$ cat src/rtl/aes_sub_bytes_serial.sv
// Iterative SubBytes / InvSubBytes over a 128-bit state using BYTES_PER_CYCLE
// shared Canright composite-field S-boxes (normal basis, GF(((2^2)^2)^2)).
module aes_sub_bytes_serial #(
  parameter int unsigned BYTES_PER_CYCLE = 1
) (
  input  logic         clk_i,
  input  logic         rst_i,
  input  logic         op_i,
  input  logic         in_valid_i,
  output logic         in_ready_o,
  input  logic [127:0] data_i,
  output logic         out_valid_o,
  input  logic         out_ready_i,
  output logic [127:0] data_o,
  output logic         busy_o
);

  localparam int unsigned NSTEP = 16 / BYTES_PER_CYCLE;
  localparam int unsigned CW    = (NSTEP > 1) ? $clog2(NSTEP) : 1;
  localparam logic [CW-1:0] CNT_LAST = CW'(NSTEP - 1);

  if (!(BYTES_PER_CYCLE == 1 || BYTES_PER_CYCLE == 2 || BYTES_PER_CYCLE == 4 ||
        BYTES_PER_CYCLE == 8 || BYTES_PER_CYCLE == 16)) begin : g_bad_param
    $error("BYTES_PER_CYCLE must be 1, 2, 4, 8 or 16");
  end

  typedef enum logic [1:0] {IDLE, RUN, DONE} state_e;

  state_e           fsm_q, fsm_d;
  logic [15:0][7:0] state_q, state_d;
  logic             op_q, op_d;
  logic [CW-1:0]    cnt_q, cnt_d;
  logic [3:0]       base;
  logic [7:0]       sb_in  [BYTES_PER_CYCLE];
  logic [7:0]       sb_out [BYTES_PER_CYCLE];

  // GF(2^2) multiply, normal basis (W^2, W); ab/cd are the precomputed bit sums.
  function automatic logic [1:0] gf_muls_2(input logic [1:0] a, input logic ab,
                                           input logic [1:0] b, input logic cd);
    logic abcd;
    abcd = ~(ab & cd);
    return {~(a[1] & b[1]) ^ abcd, ~(a[0] & b[0]) ^ abcd};
  endfunction

  function automatic logic [1:0] gf_muls_scl_2(input logic [1:0] a, input logic ab,
                                               input logic [1:0] b, input logic cd);
    logic t;
    t = ~(a[0] & b[0]);
    return {~(ab & cd) ^ t, ~(a[1] & b[1]) ^ t};
  endfunction

  function automatic logic [3:0] gf_inv_4(input logic [3:0] x);
    logic [1:0] a, b, c, d;
    logic       sa, sb, sd;
    a  = x[3:2];
    b  = x[1:0];
    sa = a[1] ^ a[0];
    sb = b[1] ^ b[0];
    c  = {~(a[1] | b[1]) ^ ~(sa & sb), ~(sa | sb) ^ ~(a[0] & b[0])};
    d  = {c[0], c[1]};
    sd = d[1] ^ d[0];
    return {gf_muls_2(d, sd, b, sb), gf_muls_2(d, sd, a, sa)};
  endfunction

  function automatic logic [3:0] gf_muls_4(input logic [3:0] a, input logic [1:0] sa,
                                           input logic al, input logic ah, input logic aa,
                                           input logic [3:0] b, input logic [1:0] sb,
                                           input logic bl, input logic bh, input logic bb);
    logic [1:0] ph, pl, p;
    ph = gf_muls_2(a[3:2], ah, b[3:2], bh);
    pl = gf_muls_2(a[1:0], al, b[1:0], bl);
    p  = gf_muls_scl_2(sa, aa, sb, bb);
    return {ph ^ p, pl ^ p};
  endfunction

  function automatic logic [7:0] gf_inv_8(input logic [7:0] x);
    logic [3:0] a, b, c, d;
    logic [1:0] sa, sb, sd;
    logic       al, ah, aa, bl, bh, bb, dl, dh, dd, c1, c2, c3;
    a  = x[7:4];
    b  = x[3:0];
    sa = a[3:2] ^ a[1:0];
    sb = b[3:2] ^ b[1:0];
    al = a[1] ^ a[0];  ah = a[3] ^ a[2];  aa = sa[1] ^ sa[0];
    bl = b[1] ^ b[0];  bh = b[3] ^ b[2];  bb = sb[1] ^ sb[0];
    c1 = ~(ah & bh);
    c2 = ~(sa[0] & sb[0]);
    c3 = ~(aa & bb);
    c  = {~(sa[0] | sb[0]) ^ ~(a[3] & b[3]) ^ c1 ^ c3,
          ~(sa[1] | sb[1]) ^ ~(a[2] & b[2]) ^ c1 ^ c2,
          ~(al | bl) ^ ~(a[1] & b[1]) ^ c2 ^ c3,
          ~(a[0] | b[0]) ^ ~(al & bl) ^ ~(sa[1] & sb[1]) ^ c2};
    d  = gf_inv_4(c);
    sd = d[3:2] ^ d[1:0];
    dl = d[1] ^ d[0];  dh = d[3] ^ d[2];  dd = sd[1] ^ sd[0];
    return {gf_muls_4(d, sd, dl, dh, dd, b, sb, bl, bh, bb),
            gf_muls_4(d, sd, dl, dh, dd, a, sa, al, ah, aa)};
  endfunction

  // Input/output basis changes have the affine (or inverse affine) step folded in;
  // both candidate results are kept complemented, hence the final inversions.
  function automatic logic [7:0] sbox(input logic [7:0] a, input logic inv);
    logic       r1, r2, r3, r4, r5, r6, r7, r8, r9;
    logic       t1, t2, t3, t4, t5, t6, t7, t8, t9, t10;
    logic [7:0] b, y, z, c, d, x;
    r1 = a[7] ^ a[5];   r2 = a[7] ~^ a[4];  r3 = a[6] ^ a[0];
    r4 = a[5] ~^ r3;    r5 = a[4] ^ r4;     r6 = a[3] ^ a[0];
    r7 = a[2] ^ r1;     r8 = a[1] ^ r3;     r9 = a[3] ^ r8;
    b  = {r7 ~^ r8, r5, a[1] ^ r4, r1 ~^ r3, a[1] ^ r2 ^ r6, ~a[0], r4, a[2] ~^ r9};
    y  = {r2, a[4] ^ r8, a[6] ^ a[4], r9, a[6] ~^ r2, r7, a[4] ^ r6, a[1] ^ r5};
    z  = ~(inv ? y : b);
    c  = gf_inv_8(z);
    t1 = c[7] ^ c[3];   t2 = c[6] ^ c[4];   t3 = c[6] ^ c[0];
    t4 = c[5] ~^ c[3];  t5 = c[5] ~^ t1;    t6 = c[5] ~^ c[1];
    t7 = c[4] ~^ t6;    t8 = c[2] ^ t4;     t9 = c[1] ^ t2;
    t10 = t3 ^ t5;
    d  = {t4, t1, t3, t5, t2 ^ t5, t3 ^ t8, t7, t9};
    x  = {c[4] ~^ c[1], c[1] ^ t10, c[2] ^ t10, c[6] ~^ c[1],
          t8 ^ t9, c[7] ~^ t7, t6, ~c[2]};
    return ~(inv ? x : d);
  endfunction

  assign base = 4'(cnt_q * BYTES_PER_CYCLE);

  for (genvar g = 0; g < BYTES_PER_CYCLE; g++) begin : g_sbox
    assign sb_in[g]  = state_q[base + 4'(g)];
    assign sb_out[g] = sbox(sb_in[g], op_q);
  end

  always_ff @(posedge clk_i or posedge rst_i) begin
    if (rst_i) begin
      fsm_q   <= IDLE;
      state_q <= '0;
      op_q    <= 1'b0;
      cnt_q   <= '0;
    end else begin
      fsm_q   <= fsm_d;
      state_q <= state_d;
      op_q    <= op_d;
      cnt_q   <= cnt_d;
    end
  end

  always_comb begin
    fsm_d   = fsm_q;
    state_d = state_q;
    op_d    = op_q;
    cnt_d   = cnt_q;
    unique case (fsm_q)
      IDLE: begin
        if (in_valid_i) begin
          state_d = data_i;
          op_d    = op_i;
          cnt_d   = '0;
          fsm_d   = RUN;
        end
      end
      RUN: begin
        for (int unsigned j = 0; j < BYTES_PER_CYCLE; j++) begin
          state_d[base + 4'(j)] = sb_out[j];
        end
        if (cnt_q == CNT_LAST) begin
          cnt_d = '0;
          fsm_d = DONE;
        end else begin
          cnt_d = cnt_q + CW'(1);
        end
      end
      DONE: begin
        if (out_ready_i) fsm_d = IDLE;
      end
      default: fsm_d = IDLE;
    endcase
  end

  always_comb begin
    in_ready_o  = (fsm_q == IDLE);
    busy_o      = (fsm_q != IDLE);
    out_valid_o = (fsm_q == DONE);
    data_o      = out_valid_o ? state_q : '0;
  end

endmodule

$ cat config.mk
export PLATFORM = sky130hd
export DESIGN_NAME = aes_sub_bytes_serial
export DESIGN_NICKNAME = d
export VERILOG_FILES = /design/src/rtl/aes_sub_bytes_serial.sv
export SDC_FILE = /design/constraint.sdc
export NUM_CORES = 1
export LEC_CHECK = 0
export ABC_AREA = 0
export CAP_MARGIN = 20
export CORE_ASPECT_RATIO = 1.2
export CORE_MARGIN = 2
export CORE_UTILIZATION = 46
export CTS_BUF_LIST = sky130_fd_sc_hd__clkbuf_8 sky130_fd_sc_hd__clkbuf_16
export CTS_CLUSTER_SIZE = 30
export DETAILED_ROUTE_END_ITERATION = 8
export DONT_BUFFER_PORTS = 1
export PLACE_DENSITY_LB_ADDON = 0.1
export SYNTH_ARGS = -nofsm -noshare
export SYNTH_HDL_FRONTEND = slang
export SYNTH_SLANG_ARGS = --single-unit
$ cat constraint.sdc
create_clock -name clk_i -period 14.5 [get_ports clk_i]
set_input_delay 2.9 -clock clk_i [delete_from_list [all_inputs] [get_ports clk_i]]
set_output_delay 2.9 -clock clk_i [all_outputs]
set_load 0.02 [all_outputs]
======== Word-level counts from Yosys, hierarchy flattened ========
Cells that the tools add are included.
operators by class
  add/subtract/negate cells ............... 1
  $lt $le $gt $ge ......................... 2
  eq/ne operators ......................... 6
  muxes and demuxes ....................... 17
  bitwise gates (word level) .............. 171
  reduce and logical (&&, ||, !) cells .... 7
operator list
  kind                 count
  $mux 128             2
  $pmux 128 s2         1
  $bwmux 128           1
  $xor 1x1->1          67
  $not 1->1            42
  $and 1x1->1          34
  $bmux 8 s4           1
  $demux 8 s4          1
  $mux 8               4
  $not 8->8            2
  $xor 2x2->2          7
  $xnor 1x1->1         13
  $mux 4               2
  $pmux 4 s2           1
  $mux 2               3
  $or 1x1->1           6
  $pmux 2 s3           1
  $lt 4x5->1 const B   1
  $add 4x1->4 const B  1
  $eq 4x4->1 const B   1
  $ge 4x1->1 const B   1
  $ne 2x2->1 const B   2
  $reduce_and 2->1     2
  $reduce_bool 2->1    2
  6 further kinds      6
word-level totals
  flip-flop bits (word level) ............. 135
  output and inout port bits .............. 131
  word-level logic and storage cells ...... 223

======== Logic depth before layout (Yosys ltp) ========
Gate-level depths: netlist (run 1).
  depth after elaboration ................. 36
  depth in mapped cells ................... 26
  depth with buffers taken out ............ 19

======== Worst setup path before layout (run 1) ========
Ideal clock, no wire load.
  kind .................................... reg-to-reg
  start ................................... reg cnt_q[0]
  end ..................................... reg state_q[13] (netlist bit)
  setup time .............................. 0.146 ns
  arrival ................................. 6.045 ns
  required time ........................... 14.354 ns
  setup slack ............................. 8.309 ns
  stages on the path, launching flop included .. 24
  path buffers ............................ 4
  period minus slack after synthesis ...... 6.191 ns
  cells stage by stage .................... dfrtp_1 buf_6 buf_6 mux4_2 a22oi_1 nand2_2 or3_1 and2_1 buf_4 xnor3_2 xnor3_1 o21ai_4 xnor2_2 xor2_2 xnor2_2 mux2_1 a2111o_1 xnor2_2 xnor2_1 xnor2_1 nor2_2 xnor2_2 buf_6 a211oi_1
on the way
  word-level cells in the longest chain between the ends .. 36
  elaborated cells on any way between the ends .. 162
ends and longest elaborated chain
  element                                             RTL line  text
  start: declaration                                  32        logic [CW-1:0] cnt_q, cnt_d;
  start signal: assignment                            140       cnt_q <= cnt_d;
  $bmux 8 s4                                          126       assign sb_in[g] = state_q[base + 4'(g)];
  $mux 8 (not written as such)                        126
  $xor 1x1->1                                         106       r1 = a[7] ^ a[5]; r2 = a[7] ~^ a[4]; r3 = a[6] ^ a[0];
  $xor 1x1->1 / $xnor 1x1->1 (equally long branches)  108, 107
  $xor 1x1->1, on equally long branches               108, 107
  $xnor 1x1->1 / $xor 1x1->1 (equally long branches)  109, 110
  $mux 8                                              111       z = ~(inv ? y : b);
  $not 8->8                                           111
  [... 20 more ...]                                   n/a
  $xor 1x1->1                                         113       t1 = c[7] ^ c[3]; t2 = c[6] ^ c[4]; t3 = c[6] ^ c[0];
  $xnor 1x1->1                                        114       t4 = c[5] ~^ c[3]; t5 = c[5] ~^ t1; t6 = c[5] ~^ c[1];
  $xor 1x1->1                                         116       t10 = t3 ^ t5;
  $xor 1x1->1                                         118       x = {c[4] ~^ c[1], c[1] ^ t10, c[2] ^ t10, c[6] ~^ c[1],
  $mux 8                                              120       return ~(inv ? x : d);
  $not 8->8                                           120
  $bwmux 128 *                                        160       state_d[base + 4'(j)] = sb_out[j];
  $pmux 128 s2 *                                      149       unique case (fsm_q)
  end signal: assignment                              138       state_q <= state_d;
  end: declaration                                    30        logic [15:0][7:0] state_q, state_d;
Every way passes the cells marked *; elsewhere a longest branch is shown, timed or not. The select of a mux whose other input is x is not followed.
A chain may end at the register's enable or synchronous reset.

======== Worst setup path after layout (run 1) ========
  start ................................... reg cnt_q[0]
  end ..................................... reg state_q[123] (netlist bit)
on the way
  word-level cells in the longest chain between the ends .. 35
  elaborated cells on any way between the ends .. 168
ends and longest elaborated chain
  element                                             RTL line  text
  $bmux 8 s4                                          126
  $mux 8 (not written as such)                        126
  $xor 1x1->1                                         106
  $xor 1x1->1 / $xnor 1x1->1 (equally long branches)  108, 107
  $xor 1x1->1, on equally long branches               108, 107
  $xnor 1x1->1 / $xor 1x1->1 (equally long branches)  109, 110
  $mux 8                                              111
  $not 8->8                                           111
  [... 19 more ...]                                   n/a
  $xor 2x2->2                                         73        return {ph ^ p, pl ^ p};
  $xor 1x1->1 / $xnor 1x1->1 (equally long branches)  113, 114
  $xnor 1x1->1 / $xor 1x1->1 (equally long branches)  114, 115
  $xor 1x1->1, on equally long branches               117, 119
  $mux 8                                              120
  $not 8->8                                           120
  $bwmux 128 *                                        160
  $pmux 128 s2 *                                      149
Marks and branches as above.

==> impl_results.md, run 1 <==
- Outcome: finished clean
- Clock sink count: 135
- Syn Inst Count: 1,248
- Worst Setup End Kind: flop
- EDFF count, synth: 0
- Max stage delay on crit path: 1.02 ns
- Port Buffers: 0
- Initial antenna violation count: 1
- Final setup viols: 0
- Cell area after synthesis: 0.0107 mm^2
- IO Count: 264
- Critical path type: flop to flop
- Ys Warns: 0
- Top layer in use: met4
- Drt first pass iters: 5
- Clock period minus worst slack: 8.11 ns
- Clk_lat worst skew: 0.44 ns
- Max-Cap Viols: 0
- Synth area leaders: dfrtp_1 31%, and2_1 8.0%, nor2_1 6.6%
- CP Launch Type: flop
- Post-CTS resize count: 0
- Final Hold Fails: 0
- Unrepaired setup endpoints after global routing: false
- Die area: 0.0246 mm^2
- Die H: 171 um
- Remaining antenna violation count: 0
- Worst Path Max Fanout: 34
- Biggest area consumer among synthesized cells: dfrtp_1
- Yosys reg bits: 135
- Worst hold path depth: 2
- CTS Buf Count: 17
- Met1 wire length: 16.3 mm
- Synth top area share: 31.5%
- Reg2Reg Launch Point: cnt_q[0]
- Area Growth Syn to Fin: 6.54%
- Hold path startpoint: state_q[124]
- Routed wire length: 39.4 mm
- Place WS: 6.44 ns
- CTS tree: done
- Placer Congestion: 0.941
- Min Hold Slack: 0.545 ns
- Register area share after synthesis: 31.5%
- Prevailing post-synth register cell: dfrtp_1
- Most frequent cell after synthesis: nor2_1
- Drt drc: 0
- Post-DR wirelength/cell: 25.9 um
- Die X: 143 um
- Root buf cell: clkbuf_16
- WP buf/inv: 0
- HPWL after DPL: 29.2 mm
- Met3 Wirelength: 2.62 mm
- WP depth: 19
- Final clock skew: 0.0139 ns
- Fraction of layout cells with a size suffix above 1: 12.0%
- Max-slew headroom: 27.7%
- Asr flop ratio synth: 100%
- Count of cell types in the netlist: 85
- HP Class: flop to flop
- Critical Path Most Common Cell: xnor2_2
- Routed vias/inst: 6.29
- Via count: 9,561
- Number of global-route vias before repair: 9,279
- Synthesized Nets: 1,385
- GRT overflow: 0
- Rows: 61
- Setup TNS: 0 ns
- Setup bufs post-CTS: 0
- Delay-heaviest family, CP: XOR/XNOR gates
- Synthesized area per cell: 8.60 um^2
- 1st-iter DRT viols: 967
- GRT Total Usage: 32.0%
- Crit-path slowest cell: dfrtp_2
- Commonest cells post-synth: 189 x nor2_1, 141 x a21oi_1, 137 x and2_1
- Max clock buf depth: 2
- H-tree depth: 4
- Met2 Routed Length: 19.1 mm
- Pin count of the biggest net entering global routing: 111
- Crit-path cells: mux4_2 -> a22oi_1 -> nand2_2 -> or3_1 -> and2_1 -> xnor3_2 -> a21oi_1 -> nand3_1 -> o211ai_1 -> xor2_2 -> xnor2_2 -> mux2_1 -> a2111o_1 -> xnor2_2 -> xnor2_1 -> nor2_1 -> a21oi_1 -> xnor2_2 -> o21ai_0
- Core area: 0.0230 mm^2
- CP required: 14.76 ns
- Arrival time worst endpoint: 8.37 ns
- Clk slew on worst S/H paths: 0.07 ns
- R2r endpoint: state_q[123]
- First-pass GRT wire length: 58.3 mm
- Final slew viol count: 0
- CTS Hold Bufs: 0
- Period utilization: 55.9%
- WHS Endpoint: state_q[124]
- Worst Max-Slew Pin Slew: 1.08 ns
- Fmax achieved: 123 MHz
- Reg2reg path depth: 19
- Starting Density: 46.6%
- Final WS setup: 6.39 ns
- Reg2Reg Setup Slack: 6.39 ns
- # nets final: 1,329
==> cell type report <==
class	count	area (um^2)
Antenna cell	1	2.50
Clock buffer	17	425
Clock inverter	15	185
Fill cell	2246	11600
Inverter	10	42.5
Multi-Input combinational cell	1013	6900
Sequential cell	135	3380
Tap cell	315	394
Timing Repair Buffer	15	113
==> cell families (layout without fill, tap and decap cells) <==
family | Yosys count | count (layout) | share of synthesized area (%)
adders and majority gates | 5 | 5 | 0.559
xor gates and xnor gates | 75 | 75 | 9.01
and+or+nand+nor | 545 | 545 | 24.6
other | 0 | 1 | 0
muxes | 57 | 57 | 8.58
buffers and inverters | 100 | 57 | 4.52
AOI/OAI and AO/OA | 331 | 331 | 21.2
DFF | 135 | 135 | 31.5
==> flip-flops by register name, indices dropped and copies added, names as in the netlist <==
signal / flops
cnt_q: 4
fsm_q: 2
op_q: 1
state_q: 128
==> worst reg2reg max path: stages (launching register included) <==
cell and delay [ns]:
dfrtp_2 1.02, mux4_2 0.62, a22oi_1 0.32, nand2_2 0.22, or3_1 0.48, and2_1 0.25
xnor3_2 0.45, a21oi_1 0.49, nand3_1 0.14, o211ai_1 0.29, xor2_2 0.66, xnor2_2 0.26
mux2_1 0.37, a2111o_1 0.50, xnor2_2 0.39, xnor2_1 0.16, nor2_1 0.18, a21oi_1 0.10
xnor2_2 0.80, o21ai_0 0.24
==> stage by stage <==
step | cell area [um^2] | std cells | util (%)
detailed placement | 10800 | 1488 | 47.0
global placement | 10800 | 1488 | 47.0
global route | 11400 | 1520 | 49.6
finish | 11400 | 1521 | 49.6
CTS | 11400 | 1520 | 49.6
floorplan | 10700 | 1248 | -
==> routing by layer <==
| metal | track usage (%) | vias up |
|---|---|---|
| met2 | 51.7 | 446 |
| met1 | 43.3 | 4705 |
| met5 | 0 | - |
| met3 | 5.51 | 70 |
| met4 | 11.9 | 0 |
| li1 | - | 4340 |
==> worst max path at each step <==
stage	startpoint	to	slack, ns
floorplan	rst_i	cnt_q[0]	7.99
global placement	cnt_q[0]	state_q[123]	6.54
detailed placement	cnt_q[0]	state_q[123]	6.44
CTS	cnt_q[0]	state_q[123]	6.40
global route	cnt_q[0]	state_q[123]	5.81
finish	cnt_q[0]	state_q[123]	6.39
==> placed cells by master (no fill, tap or decap), types with 7 or more instances in the layout <==
cell type / instances
nor2_1: 189
a21oi_1: 141
and2_1: 137
dfrtp_1: 133
nand2_1: 75
a211oi_1: 68
nor3_1: 61
xnor2_1: 33
nand3_1: 32
mux4_2: 24
mux2i_1: 24
o21ai_0: 22
a22oi_1: 19
clkbuf_16: 17
and3_1: 16
buf_4: 15
xor2_1: 14
xnor2_2: 13
a211oi_2: 11
inv_1: 9
o21ai_1: 9
nor2b_1: 7
Power of run 1 is not shown: default switching activity piles up to over one toggle a cycle in this logic, so the estimate is an artifact.
==> run 2: changes to the inputs <==
==> constraint.sdc (replaced) <==
create_clock -name clk_i -period 7.82 [get_ports clk_i]
set_input_delay 1.564 -clock clk_i [delete_from_list [all_inputs] [get_ports clk_i]]
set_output_delay 1.564 -clock clk_i [all_outputs]
set_load 0.02 [all_outputs]
==> impl_results.md, run 2 (same netlist as run 1, synthesis figures left out) <==
- HPWL after DPL: 29.7 mm (was 29.2 mm)
- Root buf cell: clkbuf_16 (unchanged)
- CP required: 8.10 ns (was 14.76 ns)
- Clk slew on worst S/H paths: 0.07 ns (about the same)
- Placer Congestion: 0.885 (was 0.941)
- Max-slew headroom: 30.5% (was 27.7%)
- GRT overflow: 0 (unchanged)
- Clock period minus worst slack: 7.29 ns (was 8.11 ns)
- WP buf/inv: 2 (was 0)
- Crit-path slowest cell: dfrtp_2 (unchanged)
- Top flop regs: state_q x128, cnt_q x4, fsm_q x2 (unchanged)
- Max clock buf depth: 2 (unchanged)
- Antenna cells: 0 (was 1)
- Worst Max-Slew Pin Slew: 1.04 ns (was 1.08 ns)
- Routed vias/inst: 6.24 (was 6.29)
- Arrival time worst endpoint: 7.56 ns (was 8.37 ns)
- Drt first pass iters: 5 (unchanged)
- Number of global-route vias before repair: 9,377 (was 9,279)
- Layout fillers: 2,238 (was 2,246)
- Fmax achieved: 137 MHz (was 123 MHz)
- Clock sink count: 135 (unchanged)
- HP Class: flop to flop (unchanged)
- Final slew viol count: 0 (unchanged)
- CP Launch Type: flop (unchanged)
- Clk_lat worst skew: 0.44 ns (about the same)
- Fraction of layout cells with a size suffix above 1: 13.7% (was 12.0%)
- Die H: 171 um (unchanged)
- CTS Hold Bufs: 0 (unchanged)
- Period utilization: 93.2% (was 55.9%)
- Final Hold Fails: 0 (unchanged)
- Largest Register: state_q (unchanged)
- Core area: 0.0230 mm^2 (unchanged)
- IO Count: 264 (unchanged)
- CTS Buf Count: 17 (unchanged)
- Commonest non-fill, non-tap cells in the layout: 189 x nor2_1, 141 x a21oi_1, 137 x and2_1 (unchanged)
- Setup TNS: 0 ns (unchanged)
- Max stage delay on crit path: 0.77 ns (was 1.02 ns)
- Outcome: finished clean (unchanged)
- Worst Path Max Fanout: 19 (was 34)
- H-tree depth: 4 (unchanged)
- Drt drc: 0 (unchanged)
- Initial antenna violation count: 0 (was 1)
- Die area: 0.0246 mm^2 (unchanged)
- Delay-heaviest family, CP: XOR/XNOR gates (unchanged)
- Post-DR wirelength/cell: 25.9 um (about the same)
- Die X: 143 um (unchanged)
- Final setup viols: 0 (unchanged)
- Unrepaired setup endpoints after global routing: false (unchanged)
- Worst Setup End Kind: flop (unchanged)
- Remaining antenna violation count: 0 (unchanged)
- Port Buffers: 0 (unchanged)
- Area Growth Syn to Fin: 8.31% (was 6.54%)
- Crit-path cells: buf_12 -> mux4_2 -> a22oi_1 -> nand2_2 -> or3_1 -> and2_1 -> xnor3_2 -> o2111ai_1 -> a32oi_1 -> a32oi_2 -> xor2_2 -> nor2_2 -> a22o_2 -> a2111oi_4 -> xnor2_1 -> xnor3_1 -> xnor2_1 -> a21oi_2 -> xnor2_2 -> buf_12 -> a211oi_1 (was mux4_2 -> a22oi_1 -> nand2_2 -> or3_1 -> and2_1 -> xnor3_2 -> a21oi_1 -> nand3_1 -> o211ai_1 -> xor2_2 -> xnor2_2 -> mux2_1 -> a2111o_1 -> xnor2_2 -> xnor2_1 -> nor2_1 -> a21oi_1 -> xnor2_2 -> o21ai_0)
- Most common cell after layout, fill and taps aside: nor2_1 (unchanged)
- GRT Total Usage: 32.4% (was 32.0%)
- Max FFs per register: 128 (unchanged)
- # nets final: 1,352 (was 1,329)
- First-pass GRT wire length: 59.4 mm (was 58.3 mm)
- Post-CTS resize count: 0 (unchanged)
- Routed wire length: 39.9 mm (was 39.4 mm)
- CTS tree: done (unchanged)
- Via count: 9,629 (was 9,561)
- Rows: 61 (unchanged)
- Pin count of the biggest net entering global routing: 129 (was 111)
- Critical path type: flop to flop (unchanged)
- Setup bufs post-CTS: 0 (unchanged)
- 1st-iter DRT viols: 837 (was 967)
- Starting Density: 46.6% (unchanged)
- Max-Cap Viols: 0 (unchanged)
- Final clock skew: 0.0148 ns (was 0.0139 ns)
## run 2: changes by cell type in the layout (fill, tap and decap cells not counted), sizes merged
cell	previous run	this run
buf	15	38
diode	1	0
clkbuf	17	18
clkinv	6	3
bufinv	1	0
inv	18	21
## run 2: metal layers
layer / GRT usage [%] / vias up / share of wire [%] / wire length, um
li1: - / 4392 / - / -
met1: 43.4 / 4776 / 42 / 16700
met2: 54.5 / 410 / 50 / 19800
met3: 5.21 / 51 / 6.0 / 2390
met4: 8.91 / 0 / 2.5 / 999
met5: 0 / - / 0 / 0
## run 2: path summary, 6_finish.rpt
kind	end	start	slack (ns)	cells after the start
hold / removal	state_q[124]	state_q[124]	0.55	2
min in group asynchronous	state_q[106]	rst_i	1.09	1
hold reg to reg	state_q[124]	state_q[124]	0.55	2
setup reg to reg	state_q[22]	cnt_q[0]	0.53	21
max in group asynchronous	cnt_q[0]	rst_i	5.39	2
setup / recovery	state_q[22]	cnt_q[0]	0.53	21
## run 2: metrics by stage
step / instance area, um^2 / util (%) / instances / hold slack, ns / worst slack [ns]
5_1_grt: 11600 / 50.5 / 1543 / 0.568 / 0.130
3_5_place_dp: 11000 / 47.9 / 1511 / 0.523 / 0.447
2_1_floorplan: 10700 / - / 1248 / 0.471 / 1.63
3_3_place_gp: 11000 / 47.9 / 1511 / 0.526 / 0.569
6_report: 11600 / 50.5 / 1543 / 0.546 / 0.533
4_1_cts: 11600 / 50.4 / 1543 / 0.541 / 0.368
## run 2: final cells by class
cell class | instances | area (um^2) | area share [%]
flip-flops and latches | 135 | 3380 | 29.1
inverters | 10 | 42.5 | 0.366
repair buffers | 38 | 323 | 2.78
clock inverters | 14 | 143 | 1.23
well taps | 315 | 394 | 3.39
multi-input cells | 1013 | 6910 | 59.4
clock buffers | 18 | 439 | 3.78
## run 2: worst reg2reg max path, stage by stage (launching register included)
cell	delay, ns
dfrtp_2	0.77
buf_12	0.26
mux4_2	0.53
a22oi_1	0.22
nand2_2	0.18
or3_1	0.50
and2_1	0.27
xnor3_2	0.47
o2111ai_1	0.35
a32oi_1	0.18
a32oi_2	0.39
xor2_2	0.46
nor2_2	0.12
a22o_2	0.30
a2111oi_4	0.44
xnor2_1	0.20
xnor3_1	0.28
xnor2_1	0.20
a21oi_2	0.10
xnor2_2	0.55
buf_12	0.24
a211oi_1	0.10
Power of run 2 is left out for the same reason.
==> run 3: changes to the inputs <==
--- a/config.mk
+++ b/config.mk
@@ -7,7 +7,7 @@
 export LEC_CHECK = 0
 export ABC_AREA = 0
 export CAP_MARGIN = 20
-export CORE_ASPECT_RATIO = 1.2
+export CORE_ASPECT_RATIO = 1.4
 export CORE_MARGIN = 2
 export CORE_UTILIZATION = 46
 export CTS_BUF_LIST = sky130_fd_sc_hd__clkbuf_8 sky130_fd_sc_hd__clkbuf_16
==> impl_results.md, run 3 (same netlist as run 1, synthesis figures left out) <==
- Antenna cells: 0 (unchanged)
- Worst Max-Slew Pin Slew: 0.956 ns (was 1.04 ns)
- Critical path type: flop to flop (unchanged)
- Drt first pass iters: 7 (was 5)
- Final Hold Fails: 0 (unchanged)
- 1st-iter DRT viols: 711 (was 837)
- Commonest non-fill, non-tap cells in the layout: 189 x nor2_1, 141 x a21oi_1, 137 x and2_1 (unchanged)
- CTS Buf Count: 17 (unchanged)
- Worst Path Max Fanout: 17 (was 19)
- Clk_lat worst skew: 0.43 ns (was 0.44 ns)
- Routed wire length: 40.1 mm (was 39.9 mm)
- Period utilization: 92.0% (was 93.2%)
- # nets final: 1,367 (was 1,352)
- Rows: 66 (was 61)
- Initial antenna violation count: 0 (unchanged)
- HPWL after DPL: 30.6 mm (was 29.7 mm)
- CTS Hold Bufs: 0 (unchanged)
- Max FFs per register: 128 (unchanged)
- Outcome: finished clean (unchanged)
- Max-slew headroom: 35.9% (was 30.5%)
- CTS tree: done (unchanged)
- Die area: 0.0246 mm^2 (about the same)
- Post-DR wirelength/cell: 25.9 um (about the same)
- Fraction of layout cells with a size suffix above 1: 14.7% (was 13.7%)
- Die X: 133 um (was 143 um)
- GRT overflow: 0 (unchanged)
- Clk slew on worst S/H paths: 0.07 ns (about the same)
- Via count: 9,746 (was 9,629)
- Pin count of the biggest net entering global routing: 101 (was 129)
- GRT Total Usage: 32.2% (was 32.4%)
- Fmax achieved: 139 MHz (was 137 MHz)
- Placer Congestion: 0.934 (was 0.885)
- CP Launch Type: flop (unchanged)
- Port Buffers: 0 (unchanged)
- Max-Cap Viols: 0 (unchanged)
- Die H: 185 um (was 171 um)
- Reg2Reg Setup Slack: 0.62 ns (was 0.53 ns)
- Unrepaired setup endpoints after global routing: false (unchanged)
- Largest Register: state_q (unchanged)
- Clock sink count: 135 (unchanged)
- Clock period minus worst slack: 7.20 ns (was 7.29 ns)
- Setup TNS: 0 ns (unchanged)
- CP required: 8.09 ns (was 8.10 ns)
- Remaining antenna violation count: 0 (unchanged)
- FF/Latch Area: 0.00338 mm^2 (unchanged)
- Routed vias/inst: 6.29 (was 6.24)
- Setup bufs post-CTS: 0 (unchanged)
- Final slew viol count: 0 (unchanged)
- Drt drc: 0 (unchanged)
- Area Growth Syn to Fin: 9.22% (was 8.31%)
- Most common cell after layout, fill and taps aside: nor2_1 (unchanged)
- Final setup viols: 0 (unchanged)
- Layout fillers: 2,318 (was 2,238)
- Arrival time worst endpoint: 7.47 ns (was 7.56 ns)
- Number of global-route vias before repair: 9,559 (was 9,377)
- Post-CTS resize count: 0 (unchanged)
- Top flop regs: state_q x128, cnt_q x4, fsm_q x2 (unchanged)
- Max clock buf depth: 2 (unchanged)
- Starting Density: 46.4% (was 46.6%)
- IO Count: 264 (unchanged)
- Final clock skew: 0.0149 ns (was 0.0148 ns)
- Root buf cell: clkbuf_16 (unchanged)
- Footprint of the multi-input gates: 0.00690 mm^2 (was 0.00691 mm^2)
- H-tree depth: 4 (unchanged)
- Core area: 0.0231 mm^2 (was 0.0230 mm^2)
- HP Class: flop to flop (unchanged)
- First-pass GRT wire length: 59.2 mm (was 59.4 mm)
- Worst Setup End Kind: flop (unchanged)
-- run 3: final timing paths --
| check | start | end | depth (start not counted) |
|---|---|---|---|
| setup reg to reg | cnt_q[1] | state_q[123] | 20 |
| setup / recovery | cnt_q[1] | state_q[123] | 20 |
| hold / removal | state_q[121] | state_q[121] | 2 |
| max in group asynchronous | rst_i | state_q[48] | 2 |
| min in group asynchronous | rst_i | state_q[104] | 1 |
| hold reg to reg | state_q[121] | state_q[121] | 2 |
-- run 3: layout make-up --
type / instances / area share (%)
clock buffer: 17 / 3.63
multi-input combinational: 1013 / 58.8
sequential: 135 / 28.8
tap: 306 / 3.26
inverter: 10 / 0.363
clock inverter: 15 / 1.44
timing repair buffer: 53 / 3.67
-- run 3: layer usage --
metal	GRT usage [%]	up-vias	wire length, um
li1	-	4424	-
met1	37.5	4833	15200
met2	57.0	397	20600
met3	6.32	92	2440
met4	15.1	0	1830
met5	0	-	0
-- run 3: per-stage QoR --
step	std cells	area, um^2	setup WS, ns	utilization [%]	hold slack, ns
2_1_floorplan	1248	10700	1.63	-	0.471
3_3_place_gp	1516	11100	0.776	48.1	0.531
3_5_place_dp	1517	11100	0.671	48.1	0.528
4_1_cts	1549	11700	0.637	50.7	0.546
5_1_grt	1549	11700	0.204	50.7	0.587
6_report	1549	11700	0.622	50.7	0.558
-- run 3: worst max-delay path, cell delays in order (launching register included) --
cell and delay, ns:
dfrtp_2 0.71, buf_4 0.27, mux4_2 0.32, a22oi_1 0.22
nand2_2 0.19, or3_1 0.47, and2_1 0.25, xnor3_2 0.46
a21oi_1 0.44, nand3_1 0.13, o211ai_1 0.27, xor2_2 0.45
xnor2_2 0.23, mux2_1 0.36, a2111o_1 0.48, xnor2_2 0.35
xnor2_1 0.16, nor2_1 0.18, a21oi_1 0.10, xnor2_2 0.77
o21ai_0 0.21
Power of run 3 is left out for the same reason.
